`src/rtl/temporizador_bcd_if.sv`:
```
// Keypad/control inputs and display/status outputs of the BCD countdown timer.
interface temporizador_bcd_if;
    logic [3:0] D;
    logic       loadn;
    logic       pgt_1Hz;
    logic       start;
    logic       stop;
    logic [3:0] min_ones;
    logic [3:0] sec_tens;
    logic [3:0] sec_ones;
    logic       magnetron_on;
    logic       done;
    logic       zero;

    modport master (
        output D, loadn, pgt_1Hz, start, stop,
        input  min_ones, sec_tens, sec_ones, magnetron_on, done, zero
    );

    modport slave (
        input  D, loadn, pgt_1Hz, start, stop,
        output min_ones, sec_tens, sec_ones, magnetron_on, done, zero
    );
endinterface

```
`src/rtl/temporizador_bcd.sv`:
```
// Digit-entry register and M:SS BCD countdown timer driving the display and magnetron enable.
module temporizador_bcd (
    input logic               Hz_100_clock,
    input logic               clear,
    temporizador_bcd_if.slave bus
);
    typedef enum logic [1:0] {StIdle, StRun, StPause, StDone} state_e;

    state_e     r_state, w_state_next;
    logic [3:0] r_min, r_tens, r_ones;
    logic [3:0] w_min_next, w_tens_next, w_ones_next;
    logic [3:0] w_dec_min, w_dec_tens, w_dec_ones;
    logic       r_loadn_q, r_pgt_q;
    logic       w_key, w_tick, w_zero, w_dec_zero, w_digit_ok;

    assign w_key      = r_loadn_q & ~bus.loadn;
    assign w_tick     = ~r_pgt_q & bus.pgt_1Hz;
    assign w_zero     = (r_min == 4'd0) && (r_tens == 4'd0) && (r_ones == 4'd0);
    assign w_digit_ok = (bus.D <= 4'd9);

    // One-second borrow chain; tens digits above 5 simply count down like any other.
    always_comb begin
        w_dec_min  = r_min;
        w_dec_tens = r_tens;
        w_dec_ones = r_ones;
        if (r_ones != 4'd0) begin
            w_dec_ones = r_ones - 4'd1;
        end else if (r_tens != 4'd0) begin
            w_dec_ones = 4'd9;
            w_dec_tens = r_tens - 4'd1;
        end else if (r_min != 4'd0) begin
            w_dec_ones = 4'd9;
            w_dec_tens = 4'd5;
            w_dec_min  = r_min - 4'd1;
        end
    end

    assign w_dec_zero = (w_dec_min == 4'd0) && (w_dec_tens == 4'd0) && (w_dec_ones == 4'd0);

    always_comb begin
        w_state_next = r_state;
        w_min_next   = r_min;
        w_tens_next  = r_tens;
        w_ones_next  = r_ones;
        unique case (r_state)
            StIdle: begin
                if (bus.stop) begin
                    w_min_next  = 4'd0;
                    w_tens_next = 4'd0;
                    w_ones_next = 4'd0;
                end else if (bus.start && !w_zero) begin
                    w_state_next = StRun;
                end else if (w_key && w_digit_ok) begin
                    w_min_next  = r_tens;
                    w_tens_next = r_ones;
                    w_ones_next = bus.D;
                end
            end
            StRun: begin
                if (bus.stop) begin
                    w_state_next = StPause;
                end else if (w_tick) begin
                    w_min_next  = w_dec_min;
                    w_tens_next = w_dec_tens;
                    w_ones_next = w_dec_ones;
                    if (w_dec_zero) begin
                        w_state_next = StDone;
                    end
                end
            end
            StPause: begin
                if (bus.stop) begin
                    w_state_next = StIdle;
                    w_min_next   = 4'd0;
                    w_tens_next  = 4'd0;
                    w_ones_next  = 4'd0;
                end else if (bus.start && !w_zero) begin
                    w_state_next = StRun;
                end
            end
            StDone: begin
                if (bus.stop || bus.start || w_key) begin
                    w_state_next = StIdle;
                end
            end
            default: w_state_next = StIdle;
        endcase
    end

    always_ff @(posedge Hz_100_clock) begin
        if (clear) begin
            r_state   <= StIdle;
            r_min     <= 4'd0;
            r_tens    <= 4'd0;
            r_ones    <= 4'd0;
            r_loadn_q <= 1'b1;
            r_pgt_q   <= 1'b1;
        end else begin
            r_state   <= w_state_next;
            r_min     <= w_min_next;
            r_tens    <= w_tens_next;
            r_ones    <= w_ones_next;
            r_loadn_q <= bus.loadn;
            r_pgt_q   <= bus.pgt_1Hz;
        end
    end

    assign bus.min_ones     = r_min;
    assign bus.sec_tens     = r_tens;
    assign bus.sec_ones     = r_ones;
    assign bus.magnetron_on = (r_state == StRun);
    assign bus.done         = (r_state == StDone);
    assign bus.zero         = w_zero;
endmodule

```
`src/flat_wrapper.sv`:
```
// flat-port wrapper written by rule: the top's interface ports become plain ports
module temporizador_bcd_flat 
  (Hz_100_clock, clear, bus_D, bus_loadn, bus_pgt_1Hz, bus_start, bus_stop, bus_min_ones, bus_sec_tens, bus_sec_ones, bus_magnetron_on, bus_done, bus_zero);
  temporizador_bcd_if bus_i ();
  input logic Hz_100_clock;
  input logic clear;
  input wire logic [$bits(bus_i.D)-1:0] bus_D;
  input wire logic [$bits(bus_i.loadn)-1:0] bus_loadn;
  input wire logic [$bits(bus_i.pgt_1Hz)-1:0] bus_pgt_1Hz;
  input wire logic [$bits(bus_i.start)-1:0] bus_start;
  input wire logic [$bits(bus_i.stop)-1:0] bus_stop;
  output wire logic [$bits(bus_i.min_ones)-1:0] bus_min_ones;
  output wire logic [$bits(bus_i.sec_tens)-1:0] bus_sec_tens;
  output wire logic [$bits(bus_i.sec_ones)-1:0] bus_sec_ones;
  output wire logic [$bits(bus_i.magnetron_on)-1:0] bus_magnetron_on;
  output wire logic [$bits(bus_i.done)-1:0] bus_done;
  output wire logic [$bits(bus_i.zero)-1:0] bus_zero;
  assign bus_i.D = bus_D;
  assign bus_i.loadn = bus_loadn;
  assign bus_i.pgt_1Hz = bus_pgt_1Hz;
  assign bus_i.start = bus_start;
  assign bus_i.stop = bus_stop;
  assign bus_min_ones = bus_i.min_ones;
  assign bus_sec_tens = bus_i.sec_tens;
  assign bus_sec_ones = bus_i.sec_ones;
  assign bus_magnetron_on = bus_i.magnetron_on;
  assign bus_done = bus_i.done;
  assign bus_zero = bus_i.zero;
  temporizador_bcd u_core (.Hz_100_clock(Hz_100_clock), .clear(clear), .bus(bus_i));
endmodule
```
`config.mk`:
```
export PLATFORM = sky130hd
export DESIGN_NAME = temporizador_bcd_flat
export DESIGN_NICKNAME = d
export VERILOG_FILES = /design/src/rtl/temporizador_bcd_if.sv /design/src/rtl/temporizador_bcd.sv /design/src/flat_wrapper.sv
export SDC_FILE = /design/constraint.sdc
export NUM_CORES = 1
export LEC_CHECK = 0
export CORE_ASPECT_RATIO = 1.5
export CORE_MARGIN = 10
export CORE_UTILIZATION = 46
export CTS_CLUSTER_SIZE = 40
export DETAILED_ROUTE_END_ITERATION = 7
export PLACE_DENSITY_LB_ADDON = 0.08
export SKIP_LAST_GASP = 1
export SLEW_MARGIN = 20
export SYNTH_ARGS = -nofsm -noshare
export SYNTH_HDL_FRONTEND = slang
export SYNTH_SLANG_ARGS = --single-unit
export TNS_END_PERCENT = 100
```
`constraint.sdc`:
```
create_clock -name Hz_100_clock -period 2.4 [get_ports Hz_100_clock]
set_clock_uncertainty 0.05 [all_clocks]
set_input_delay 0.6 -clock Hz_100_clock [delete_from_list [all_inputs] [get_ports Hz_100_clock]]
set_output_delay 0.6 -clock Hz_100_clock [all_outputs]
set_load 0.01 [all_outputs]
```
==> results <==
metrics by stage:
step                      utilization (%)  setup TNS [ns]  std cells  setup WS, ns  hold WS [ns]
after floorplan                         -       -0.009494        165     -0.009494        0.4686
after global placement              68.07         -0.7217        250       -0.1617        0.4298
after detailed placement            68.07         -0.8189        250       -0.3133        0.4451
after CTS                           73.26        -0.05233        260      -0.03237        0.4553
after global routing                75.83        -0.08204        261      -0.04857        0.4766
final                               75.83               0        261      0.008397        0.4486
registers in the layout (all words and copies together), names as in the netlist:
register and cells:
u_core.r_state 2, u_core.bus.sec_tens 4, u_core.bus.sec_ones 4, u_core.r_loadn_q 1, u_core.r_pgt_q 1, u_core.bus.min_ones 4
worst reg2reg max path: stages (launching register included):
cell and delay [ns]:
dfxtp_2 0.32, inv_2 0.07, ha_4 0.13, or3b_4 0.40, buf_6 0.15, or4_4 0.52
o31ai_4 0.07, o2111a_2 0.28, a21oi_1 0.06, o221a_1 0.24
cells in the mapped netlist, drive strengths merged (3+ instances only):
library cell,number,share of area (%)
a221oi,7,4.7
o31ai,4,2.3
mux2i,5,3.9
inv,11,3.2
nand4,3,1.4
dfxtp,16,25
a211oi,6,3.5
a32o,3,2.3
nand3,4,1.5
buf,3,1.5
or3b,3,2.0
nor3,6,2.3
clkbuf,6,1.7
o21ai,10,3.9
nor2,11,3.2
nand2,16,4.6
ha,7,6.8
a21oi,3,1.2
nor2b,5,2.4
nor3b,3,1.7
kinds of logic (layout without fill, tap and decap cells):
logic type	after synthesis	count (layout)	synth area share, %
adder cells (fa/ha/maj)	7	7	6.763
buffers and inverters	20	79	6.473
AO/OA/AOI/OAI	49	49	28.99
flip-flops	16	16	24.73
AND/OR/NAND/NOR	66	66	27.63
XOR/XNOR	1	1	0.6765
multiplexers	6	6	4.734
layer usage:
layer  vias to the layer above  global-route usage (%)  wire length (µm)  share of wire [%]
met1                       752                   16.58              1716                 37
met2                        86                   31.01              2437                 52
met5                         -                       0                 0                  0
met4                         0                   10.78               232                4.9
met3                        25                   3.684               312                6.6
li1                        741                       -                 -                  -
path summary, 6_finish.rpt:
path | slack, ns | startpoint | to | depth (start not counted)
setup / recovery | 0.008 | u_core.bus.sec_tens[0] | u_core.r_state[1] | 9
hold / removal | 0.45 | u_core.bus.sec_tens[0] | u_core.bus.sec_tens[0] | 2
setup reg to reg | 0.008 | u_core.bus.sec_tens[0] | u_core.r_state[1] | 9
hold reg to reg | 0.45 | u_core.bus.sec_tens[0] | u_core.bus.sec_tens[0] | 2
cell type report:
cell class	count	area share, %
inverters	11	2.035
flip-flops and latches	16	15.97
multi-input cells	129	49.88
clock buffers	4	2.713
repair buffers	64	27.13
well taps	37	2.281
where the power goes:
group | switching, W | leakage (nW) | internal, W
Combinational | 0.00106 | 0.651 | 0.00102
Clock | 0.000103 | 0.0288 | 0.000146
Sequential | 0.0000502 | 0.133 | 0.000338
Total | 0.00121 | 0.812 | 0.00151
timing repair:
action,CTS,global route
hold buffers,0,0
pin swaps,5,4
setup buffers,6,1
setup endpoints to repair,4,11
resized for setup,12,16
==> metrics <==
max incr delay on CP=0.52 ns; Synth Register Bits=16; PortBufs=24; WP data arrival=2.50 ns; unrepaired setup endpoints after global routing=yes; Max-slew headroom=71.94%; placed cell area=1822 µm²; sequential area share after synthesis=24.73%; Vias=1604; Layout area overhead=56.72%; Remaining DRCs=0; clock latency on the worst-skew pair=0.26 ns; final setup fails=0; first-pass GRT wire length=7493 µm; design area=2029 µm²; Die ar.=5381 µm²; min Tclk post-route=2.392 ns; syn avg cell area=7.848 µm²; ys flop type=dfxtp_1; fillcell total=215; Crit Path Class=flip-flop to flip-flop; Max-cap violations=0; Critical-path top delay cell=or4_4; Distinct cells, synth=49; Antenna diodes=0; num rows=23; # IOs=25; clock tree sinks=16; Final Hold Fails=0; Hold/Removal Path Class=flip-flop to flip-flop; synth warn=0; routed wire length=4699 µm; Max Freq=418.1 MHz; Die Width=63.32 µm; crit-path max FO=5; mean number of vias per cell=6.146; Post-synth EDFFs=0; layout cell share with drive strength beyond 1=35.27%; Critical Path RT=2.50 ns; max-slew violation count=0; GP Congestion=0.9103; WL per Instance=18.00 µm; Critical Path End Type=flip-flop; NumNets Final=242; Power Total=0.002719 W; initial antenna violation count=0; PwrDens=1340 nW/µm²; Routed Antenna Nets=0; core area=2676 µm²; starting density of the core=48.39%; commonest non-fill, non-tap cells in the layout=36 x buf_4, 23 x clkdlybuf4s50_1, 16 x nand2_1; CTS Root Cell=clkbuf_8; worst path bufs/invs=2; CTS H-Tree Depth=1; Sequential Area=324.1 µm²; Leak Pwr=0.8125 nW; initial DRC count=119; Worst Tran Pin Value=0.4157 ns; gr usage total=16.92%; die height=84.99 µm; vias in the first global route=1644; peak supply drop=0.0007702 V; area occupied by multi-input gates=1012 µm²; 1st-pass router iterations=4; CTS tree=built; critical path cell sequence=inv_2, ha_4, or3b_4, buf_6, or4_4, o31ai_4, o2111a_2, a21oi_1, o221a_1; clock transition at the registers of the reported paths=0.07 ns; syn_nets=182; Clock Path Buffers=2; CP top delay family=simple AND/OR/NAND/NOR gates; Mapped Cells=165; most common cell after layout, fill and taps aside=buf_4; status=completed; Async S/R FF share, synth=0%; TritonCTS Buffers=3; pin count of the biggest net entering global routing=15; CP startpoint kind=flip-flop; synthesized area=1295 µm²; residual overflow from global routing=0; final cycle utilization of the critical path=99.65%; dpl hpwl=3371 µm
(Power assumes the default switching activity.)
